`src/rtl/uart_pkg.sv`:
```
// Shared UART definitions: receiver state encoding, data-length bounds and the
// parity helper used by both uart_tx and uart_rx.
package uart_pkg;

    typedef enum logic [2:0] {
        IDLE,
        START,
        DATA,
        PAR,
        STOP1,
        STOP2,
        DONE,
        WAIT_HIGH
    } rx_state_t;

    localparam logic [3:0] DATA_LEN_MIN = 4'd5;
    localparam logic [3:0] DATA_LEN_MAX = 4'd8;

    localparam logic PARITY_XOR  = 1'b1;
    localparam logic PARITY_XNOR = 1'b0;

    function automatic logic len_valid(input logic [3:0] len);
        return (len >= DATA_LEN_MIN) && (len <= DATA_LEN_MAX);
    endfunction

    // An out-of-range length falls back to a full byte
    function automatic logic [3:0] eff_len(input logic [3:0] len);
        return len_valid(len) ? len : DATA_LEN_MAX;
    endfunction

    function automatic logic parity_calc(input logic [7:0] data,
                                         input logic [3:0] len,
                                         input logic       ptype);
        logic acc;
        acc = 1'b0;
        for (int i = 0; i < 8; i++) begin
            acc = acc ^ (data[i] & (4'(i) < len));
        end
        return len_valid(len) ? ((ptype == PARITY_XOR) ? acc : ~acc) : 1'b0;
    endfunction

endpackage

```
`src/rtl/uart_sync.sv`:
```
// Multi-flop synchronizer for the asynchronous serial line; resets to the
// idle (high) level so reset release never looks like a start bit.
module uart_sync
    import uart_pkg::*;
#(
    parameter int STAGES = 2
) (
    input  logic clk,
    input  logic rst,
    input  logic d,
    output logic q
);

    logic [STAGES-1:0] chain_r;

    // Shift the raw line through the flop chain
    always_ff @(posedge clk or negedge rst) begin
        if (!rst) begin
            chain_r <= '1;
        end else begin
            chain_r <= {chain_r[STAGES-2:0], d};
        end
    end

    assign q = chain_r[STAGES-1];

endmodule

```
`src/rtl/uart_rx.sv`:
```
// UART receiver: recovers start/data/parity/stop frames from an oversampled
// line and presents the byte plus error flags with a one-cycle done pulse.
module uart_rx
    import uart_pkg::*;
#(
    parameter int OVERSAMPLE  = 16,
    parameter int SYNC_STAGES = 2
) (
    input  logic       rx_clk,
    input  logic       rst,
    input  logic       rx,
    input  logic       parity_en,
    input  logic       parity_type,
    input  logic [3:0] data_len,
    input  logic       stop2,
    output logic [7:0] rx_data,
    output logic       rx_done,
    output logic       parity_err,
    output logic       frame_err
);

    localparam int TICK_W = $clog2(OVERSAMPLE);
    localparam logic [TICK_W-1:0] TICK_MID  = TICK_W'(OVERSAMPLE / 2 - 1);
    localparam logic [TICK_W-1:0] TICK_LAST = TICK_W'(OVERSAMPLE - 1);

    rx_state_t         state_r;
    logic [TICK_W-1:0] tick_r;
    logic [2:0]        bit_idx_r;
    logic [7:0]        data_r;
    logic              cfg_par_en_r;
    logic              cfg_par_type_r;
    logic [3:0]        cfg_len_r;
    logic              cfg_stop2_r;
    logic              par_mis_r;
    logic              stop_bad_r;
    logic              rx_s;
    logic [2:0]        last_idx_s;
    logic              exp_par_s;

    uart_sync #(.STAGES(SYNC_STAGES)) u_sync (
        .clk (rx_clk),
        .rst (rst),
        .d   (rx),
        .q   (rx_s)
    );

    assign last_idx_s = 3'(eff_len(cfg_len_r) - 4'd1);
    assign exp_par_s  = parity_calc(data_r, cfg_len_r, cfg_par_type_r);

    // Frame sequencer: bit timing, capture and registered host-side outputs
    always_ff @(posedge rx_clk or negedge rst) begin
        if (!rst) begin
            state_r        <= IDLE;
            tick_r         <= '0;
            bit_idx_r      <= 3'd0;
            data_r         <= 8'd0;
            cfg_par_en_r   <= 1'b0;
            cfg_par_type_r <= 1'b0;
            cfg_len_r      <= 4'd0;
            cfg_stop2_r    <= 1'b0;
            par_mis_r      <= 1'b0;
            stop_bad_r     <= 1'b0;
            rx_data        <= 8'd0;
            rx_done        <= 1'b0;
            parity_err     <= 1'b0;
            frame_err      <= 1'b0;
        end else begin
            rx_done <= 1'b0;
            tick_r  <= (tick_r == TICK_LAST) ? '0 : tick_r + TICK_W'(1);
            case (state_r)
                IDLE: begin
                    tick_r <= '0;
                    if (!rx_s) begin
                        state_r <= START;
                    end
                end
                START: begin
                    // A line that is high again at mid start bit was a glitch
                    if (tick_r == TICK_MID) begin
                        tick_r <= '0;
                        if (rx_s) begin
                            state_r <= IDLE;
                        end else begin
                            cfg_par_en_r   <= parity_en;
                            cfg_par_type_r <= parity_type;
                            cfg_len_r      <= data_len;
                            cfg_stop2_r    <= stop2;
                            data_r         <= 8'd0;
                            bit_idx_r      <= 3'd0;
                            par_mis_r      <= 1'b0;
                            stop_bad_r     <= 1'b0;
                            state_r        <= DATA;
                        end
                    end
                end
                DATA: begin
                    if (tick_r == TICK_LAST) begin
                        data_r[bit_idx_r] <= rx_s;
                        if (bit_idx_r == last_idx_s) begin
                            bit_idx_r <= 3'd0;
                            tick_r    <= '0;
                            state_r   <= cfg_par_en_r ? PAR : STOP1;
                        end else begin
                            bit_idx_r <= bit_idx_r + 3'd1;
                        end
                    end
                end
                PAR: begin
                    if (tick_r == TICK_LAST) begin
                        par_mis_r <= rx_s ^ exp_par_s;
                        tick_r    <= '0;
                        state_r   <= STOP1;
                    end
                end
                STOP1: begin
                    if (tick_r == TICK_LAST) begin
                        tick_r <= '0;
                        if (cfg_stop2_r) begin
                            stop_bad_r <= ~rx_s;
                            state_r    <= STOP2;
                        end else begin
                            rx_done    <= 1'b1;
                            rx_data    <= data_r;
                            parity_err <= par_mis_r;
                            frame_err  <= ~rx_s;
                            state_r    <= DONE;
                        end
                    end
                end
                STOP2: begin
                    if (tick_r == TICK_LAST) begin
                        tick_r     <= '0;
                        rx_done    <= 1'b1;
                        rx_data    <= data_r;
                        parity_err <= par_mis_r;
                        frame_err  <= stop_bad_r | ~rx_s;
                        state_r    <= DONE;
                    end
                end
                DONE: begin
                    // A line still low here is a break or bad stop: wait it out
                    tick_r  <= '0;
                    state_r <= rx_s ? IDLE : WAIT_HIGH;
                end
                WAIT_HIGH: begin
                    tick_r <= '0;
                    if (rx_s) begin
                        state_r <= IDLE;
                    end
                end
                default: begin
                    tick_r  <= '0;
                    state_r <= IDLE;
                end
            endcase
        end
    end

endmodule
```
`config.mk`:
```
export PLATFORM = sky130hd
export DESIGN_NAME = uart_rx
export DESIGN_NICKNAME = d
export VERILOG_FILES = /design/src/rtl/uart_pkg.sv /design/src/rtl/uart_sync.sv /design/src/rtl/uart_rx.sv
export SDC_FILE = /design/constraint.sdc
export NUM_CORES = 1
export LEC_CHECK = 0
export CAP_MARGIN = 40
export CORE_MARGIN = 3
export CORE_UTILIZATION = 60
export CTS_BUF_LIST = sky130_fd_sc_hd__clkbuf_4 sky130_fd_sc_hd__clkbuf_8
export CTS_CLUSTER_SIZE = 8
export DETAILED_ROUTE_END_ITERATION = 8
export GPL_ROUTABILITY_DRIVEN = 0
export MAX_ROUTING_LAYER = met4
export PLACE_DENSITY = 0.83
export SETUP_SLACK_MARGIN = 0.02
export SLEW_MARGIN = 30
export SYNTH_ARGS = -nofsm -noshare
export SYNTH_HDL_FRONTEND = slang
export SYNTH_SLANG_ARGS = --single-unit
```
`constraint.sdc`:
```
create_clock -name rx_clk -period 3.6 [get_ports rx_clk]
set_input_delay 0.72 -clock rx_clk [delete_from_list [all_inputs] [get_ports rx_clk]]
set_output_delay 0.72 -clock rx_clk [all_outputs]
set_load 0.02 [all_outputs]
```
### Word level (Yosys, flattened, before mapping)

Index checks and enable logic that the tools add are counted.

| word-level totals | value |
|---|---|
| bits in registers | 40 |
| bits in latches | 0 |
| bits in writable memories | 0 |
| ROM bits | 0 |
| input bits | 10 |
| output and inout port bits | 11 |
| logic and storage cells | 142 |
| memories | 0 |

| operators by class | value |
|---|---|
| $add $sub $neg | 3 |
| multiply operators | 0 |
| divide/modulo/power cells | 0 |
| magnitude comparators | 12 |
| equal/unequal tests | 21 |
| shift-type cells | 0 |
| multiplexer cells | 57 |
| bitwise logic cells | 19 |
| reductions and logical operators | 15 |

Operators with widths:

| kind | number |
|---|---|
| 8-bit 2-to-1 mux | 6 |
| 3-bit 2-to-1 mux | 15 |
| 8-bit one-hot mux with 2 select lines | 2 |
| 3-bit one-hot mux with 8 select lines | 1 |
| 4-bit 2-to-1 mux | 5 |
| 2-bit inequality test (second input constant) | 10 |
| 1-bit 2-to-1 mux | 17 |
| 3-bit by 4-bit < comparator with 1-bit output (first input constant) | 4 |
| 4-bit one-hot mux with 4 select lines | 1 |
| 3-bit equality test (second input constant) | 4 |
| 4-bit AND reduction | 3 |
| 1-bit one-hot mux with 2 select lines | 5 |
| 1-bit bitwise AND | 8 |
| 8-bit bitwise mux | 1 |
| 1-bit by 4-bit < comparator with 1-bit output (first input constant) | 2 |
| 2-bit by 4-bit < comparator with 1-bit output (first input constant) | 2 |
| 8-bit AND reduction | 1 |
| 2-bit nonzero test | 4 |
| 1-bit bitwise XOR | 8 |
| 3-bit by 2-bit equality test with 1-bit output (second input constant) | 2 |
| 3-bit one-hot mux with 2 select lines | 1 |
| 3-bit OR reduction | 2 |
| 5-bit AND reduction | 1 |
| 4-bit by 1-bit adder with 4-bit output (second input constant) | 1 |
| 18 further kinds | 21 |

### Logic depth before layout (Yosys ltp)

| logic depth | value |
|---|---|
| word-level depth | 15 |
| mapped depth | 10 |
| mapped depth without buffers | 9 |

### Hierarchy

A second synthesis with hierarchy kept.

| unflattened totals | value |
|---|---|
| cell total of the unflattened synthesis | 231 |
| area, all modules | 2277.2 sq um |

By module, submodules not included:

| module | times used | cells each | area an instance (sq um) | sequential area each (sq um) |
|---|---|---|---|---|
| uart_rx | 1 | 229 | 2224.6 | 950.9 |
| uart_sync | 1 | 2 | 52.6 | 52.6 |

### Worst setup path before layout

Ideal clock, no wire load.

| path | value |
|---|---|
| path kind | flip-flop to flip-flop |
| start | register cfg_len_r[2] |
| end | register state_r[2] |
| setup time | 0.138 ns |
| data arrival time | 1.865 ns |
| data required time | 3.462 ns |
| slack | 1.597 ns |
| cell stages (with the launch flop) | 11 |
| buffers on the path | 1 |
| path through | dfrtp_1 -> buf_2 -> and2b_1 -> nand2_1 -> ha_1 -> xor2_1 -> xnor2_1 -> o31ai_2 -> o21ai_2 -> o31ai_1 -> o41ai_1 |

| on the way | value |
|---|---|
| longest elaborated chain between the ends | 7 |
| elaborated cells on any way between the ends | 8 |
| those cells by class | add/sub: 1; order compare: 2; eq/ne: 2; mux: 1; reduce/logical: 2 |

RTL lines:

| what | line | text |
|---|---|---|
| start, declared | uart_rx.sv:32 | `logic [3:0] cfg_len_r;` |
| start signal, assigned | uart_rx.sv:86 | `cfg_len_r <= data_len;` |
| 4-bit by 3-bit >= comparator with 1-bit output or 4-bit less-or-equal comparator (tied branches) | uart_pkg.sv:23 | `return (len >= DATA_LEN_MIN) && (len <= DATA_LEN_MAX);` |
| 1-bit logical AND | uart_pkg.sv:23 |  |
| 3-bit 2-to-1 mux (*) | uart_pkg.sv:28 | `return len_valid(len) ? len : DATA_LEN_MAX;` |
| 3-bit by 1-bit subtractor with 3-bit output (*) | uart_rx.sv:47 | `assign last_idx_s = 3'(eff_len(cfg_len_r) - 4'd1);` |
| 3-bit equality test (*) | uart_rx.sv:99 | `if (bit_idx_r == last_idx_s) begin` |
| 2-bit inequality test (no line) (*) | -- |  |
| 8-bit AND reduction (no line) (*) | -- |  |
| end signal, assigned | uart_rx.sv:102 | `state_r <= cfg_par_en_r ? PAR : STOP1;` |
| end signal, assigned | uart_rx.sv:143 | `state_r <= rx_s ? IDLE : WAIT_HIGH;` |
| end, declared | uart_rx.sv:26 | `rx_state_t state_r;` |

Every way passes the cells marked *; elsewhere a longest branch is shown, timed or not.
A chain may end at the register's enable or synchronous reset.

### Worst setup path after layout

| path | value |
|---|---|
| start | register cfg_len_r[3] |
| end | register state_r[2] |

| on the way | value |
|---|---|
| longest elaborated chain between the ends | 7 |
| elaborated cells on any way between the ends | 8 |
| those cells by class | add/sub: 1; order compare: 2; eq/ne: 2; mux: 1; reduce/logical: 2 |

RTL lines:

| what | line |
|---|---|
| 4-bit by 3-bit >= comparator with 1-bit output or 4-bit less-or-equal comparator (tied branches) | uart_pkg.sv:23 |
| 1-bit logical AND (*) | uart_pkg.sv:23 |
| 3-bit 2-to-1 mux (*) | uart_pkg.sv:28 |
| 3-bit by 1-bit subtractor with 3-bit output (*) | uart_rx.sv:47 |
| 3-bit equality test (*) | uart_rx.sv:99 |
| 2-bit inequality test (no line) (*) | -- |
| 8-bit AND reduction (no line) (*) | -- |

Marked as above.

==> results.json <==
{
  "synthesis.yosys.warnings": 0,
  "drt-vias-per-instance": 6.18,
  "total_leakage_power_nw": 1.04,
  "period_minus_slack_ns": 2.32,
  "maximum_capacitance_violations": 0,
  "htree_levels": 2,
  "grt_first_pass_wirelength_um": 7470,
  "maxSlewHeadroom_pct": 59.7,
  "die_width_um": 66.4,
  "start_util_pct": 64.1,
  "clock_sinks": 40,
  "post-synth-top-area-fraction_pct": 43.4,
  "worst-r2r-setup-slack_ns": 1.28,
  "tns_ns": 0,
  "power_density_nw_per_um2": 600,
  "synth_to_final_area_change_pct": 12.3,
  "antenna_violations_before_repair": 0,
  "post_drt_antenna_nets": 0,
  "post_synth_main_area_contributors": "sky130_fd_sc_hd__dfrtp_1 43%, sky130_fd_sc_hd__mux2_2 8.7%, sky130_fd_sc_hd__o21ai_0 4.6%",
  "nFillCells": 237,
  "worst_r2r_startpoint": "cfg_len_r[3]",
  "post_cts.repair.setup_buffers": 0,
  "criticalPathCategory": "reg2reg",
  "critical_path_arrival_ns": 2.54,
  "grt.met2_usage_pct": 40.6,
  "detail_route.wl_per_cell_um": 16.6,
  "final-instance-count-excl-fill": 273,
  "yosysUniqueCellTypes": 51,
  "cell_type_of_the_slowest_stage_on_the_worst_timing_path": "sky130_fd_sc_hd__dfrtp_1",
  "cts-root-to-sink-buffers": 2,
  "synth-seq-area-share_pct": 45.8,
  "timing.final.hold_violations": 0,
  "netlist.top_cell.by_area": "sky130_fd_sc_hd__dfrtp_1",
  "grt-busiest-layer": "met2",
  "overflow_left_after_global_routing": 0,
  "postSynth.asyncResetShare_pct": 100,
  "register_area_um2": 1000,
  "worst_skew_pair.late_latency_ns": 0.35,
  "coreArea_um2": 3420,
  "synthMostInstantiatedCell": "sky130_fd_sc_hd__dfrtp_1",
  "post_synth_inst_count": 212,
  "maximum_achievable_frequency_mhz": 432,
  "chipHeight_um": 66.4,
  "cts-hold-fix-buffers": 0,
  "io_pins": 21,
  "antenna-diode-count": 0,
  "fp-row-count": 21,
  "route.detailed.drc": 0,
  "peakVddDrop_v": 0.000448,
  "post-route-period-util_pct": 64.4,
  "max_stage_delay_ns": 0.50,
  "router_iterations_before_antenna_repair": 4,
  "critical-path-top-delay-family": "compound AO/OA/AOI/OAI gates",
  "reg2regPathDepth": 9,
  "detailed_place_hpwl_um": 3340,
  "top_reg_cell_synth": "sky130_fd_sc_hd__dfrtp_1",
  "post-place-cells": 264,
  "post_synth_most_frequent_cells": "38 x sky130_fd_sc_hd__dfrtp_1, 20 x sky130_fd_sc_hd__o21ai_0, 17 x sky130_fd_sc_hd__mux2_2, 15 x sky130_fd_sc_hd__nor2_1",
  "cp_cell_sequence": "and2b_1 > nand2_1 > ha_1 > xor2_1 > xnor2_1 > o31ai_2 > o21ai_2 > o31ai_1 > o41ai_1",
  "detail_route.wirelength_um": 4540,
  "mean_instance_size_in_the_synthesized_netlist_um2": 10.3,
  "hold_path_class": "in2async",
  "worst_slew_pin_slew_ns": 0.600,
  "clock-skew-final_ns": 0.0157,
  "num-nets-final": 239,
  "layout_cells_sized_above_1_pct": 15.4,
  "gr-usage-met3_pct": 4.76,
  "slew_viol_final": 0,
  "status": "finished, final reports clean",
  "grt_max_degree": 41,
  "dieArea_um2": 4410,
  "rsz0062_at_grt": "no",
  "worst-path-stages": 9,
  "tritoncts": "done",
  "clkSlewWorstSetupHoldPaths_ns": 0.13,
  "multi_input_combinational_cell_area_um2": 1090,
  "syn_nets": 225,
  "netlist_area_um2": 2190,
  "port_buffers": 20,
  "worst-path-buf-inv": 0,
  "worst_ep_required_time_ns": 3.82,
  "r2r-end": "state_r[2]",
  "synth_edf_count": 0,
  "grt_use_total_pct": 23.3,
  "critical_path_peak_fanout": 12,
  "postSynthRegisterBits": 40,
  "detailedRoute.firstIterationViolations": 125,
  "cts_resized": 0,
  "first_global_vias": 1648,
  "worst_setup_path_end_kind": "flop",
  "final_setup_viols": 0,
  "cts_buffers": 5,
  "grtUsageMet1_pct": 26.7,
  "clockRootBuffer": "sky130_fd_sc_hd__clkbuf_4",
  "worst_setup_path_start_kind": "flop",
  "via_count": 1686
}
==> worst reg2reg max path, stage by stage (launching register included) <==
cell and delay, ns:
sky130_fd_sc_hd__dfrtp_1 0.50, sky130_fd_sc_hd__and2b_1 0.26, sky130_fd_sc_hd__nand2_1 0.10, sky130_fd_sc_hd__ha_1 0.23
sky130_fd_sc_hd__xor2_1 0.15, sky130_fd_sc_hd__xnor2_1 0.15, sky130_fd_sc_hd__o31ai_2 0.30, sky130_fd_sc_hd__o21ai_2 0.17
sky130_fd_sc_hd__o31ai_1 0.22, sky130_fd_sc_hd__o41ai_1 0.10
==> per-stage QoR <==
stage	hold slack [ns]	util (%)	cell area (um2)	total power (W)	setup WS, ns
after global placement	0.346	69.3	2370	0.00120	1.37
after global routing	0.316	72.0	2460	0.00158	1.11
after floorplan	0.345	-	2190	0.00112	1.60
after CTS	0.372	71.2	2430	0.00147	1.28
after detailed placement	0.354	69.3	2370	0.00123	1.33
final	0.304	72.0	2460	0.00147	1.28
==> sequential cells by signal, indices dropped and copies added, names as in the netlist <==
register	count
cfg_par_type_r	1
stop_bad_r	1
u_sync.chain_r	2
cfg_par_en_r	1
par_mis_r	1
tick_r	4
rx_done	1
frame_err	1
parity_err	1
state_r	3
cfg_stop2_r	1
data_r	8
rx_data	8
bit_idx_r	3
cfg_len_r	4
==> per-layer routing <==
metal	vias to the layer above	wire, um
met3	8	187
met4	0	74
li1	804	-
met5	-	0
met2	47	2390
met1	827	1890
==> layout make-up <==
| type | count | area share, % |
|---|---|---|
| multi-input combinational | 154 | 44.5 |
| timing repair buffer | 21 | 9.05 |
| clock inverter | 2 | 0.610 |
| sequential | 40 | 40.8 |
| tap | 46 | 2.34 |
| inverter | 4 | 0.610 |
| clock buffer | 6 | 2.09 |
==> cells in the final DEF (no fill, tap or decap), types with 2 or more instances in the layout <==
cell type	n
sky130_fd_sc_hd__o21ai_0	20
sky130_fd_sc_hd__a22o_1	4
sky130_fd_sc_hd__clkdlybuf4s50_1	19
sky130_fd_sc_hd__ha_1	3
sky130_fd_sc_hd__nor3_1	7
sky130_fd_sc_hd__nor2_1	15
sky130_fd_sc_hd__xnor2_1	6
sky130_fd_sc_hd__a211o_1	2
sky130_fd_sc_hd__dfstp_2	2
sky130_fd_sc_hd__o31ai_1	4
sky130_fd_sc_hd__clkbuf_4	5
sky130_fd_sc_hd__o21ai_2	2
sky130_fd_sc_hd__a21oi_1	11
sky130_fd_sc_hd__nand2_1	11
sky130_fd_sc_hd__a21o_1	2
sky130_fd_sc_hd__xor2_1	3
sky130_fd_sc_hd__o41ai_1	2
sky130_fd_sc_hd__nand3b_1	3
sky130_fd_sc_hd__nand3_1	2
sky130_fd_sc_hd__inv_1	4
sky130_fd_sc_hd__a32o_1	2
sky130_fd_sc_hd__nand2b_1	4
sky130_fd_sc_hd__nor2b_1	6
sky130_fd_sc_hd__mux2i_1	3
sky130_fd_sc_hd__mux2_2	17
sky130_fd_sc_hd__a31oi_1	3
sky130_fd_sc_hd__dfrtp_1	38
sky130_fd_sc_hd__clkinvlp_4	2
==> kinds of logic after synthesis <==
kind of cell | synth area share (%)
AO/OA/AOI/OAI | 18.9
AND/OR/NAND/NOR | 14.6
flip-flops | 45.8
multiplexers | 10.1
buffers and inverters | 4.17
XOR/XNOR | 4.63
adder cells (fa/ha/maj) | 1.71
==> how the worst max path moves through the flow <==
stage | startpoint | to | slack [ns]
2_1_floorplan | cfg_len_r[2] | state_r[2] | 1.60
3_3_place_gp | cfg_len_r[3] | state_r[2] | 1.37
3_5_place_dp | cfg_len_r[3] | state_r[2] | 1.33
4_1_cts | cfg_len_r[3] | state_r[2] | 1.28
5_1_grt | cfg_len_r[3] | state_r[0] | 1.11
6_report | cfg_len_r[3] | state_r[2] | 1.28
==> power breakdown <==
part           internal, W  leakage [nW]  switching, W  total [W]
Combinational     0.000255         0.489      0.000281   0.000535
Clock            0.0000949        0.0305      0.000149   0.000244
Sequential        0.000528         0.524      0.000168   0.000696
(Power assumes the default switching activity.)
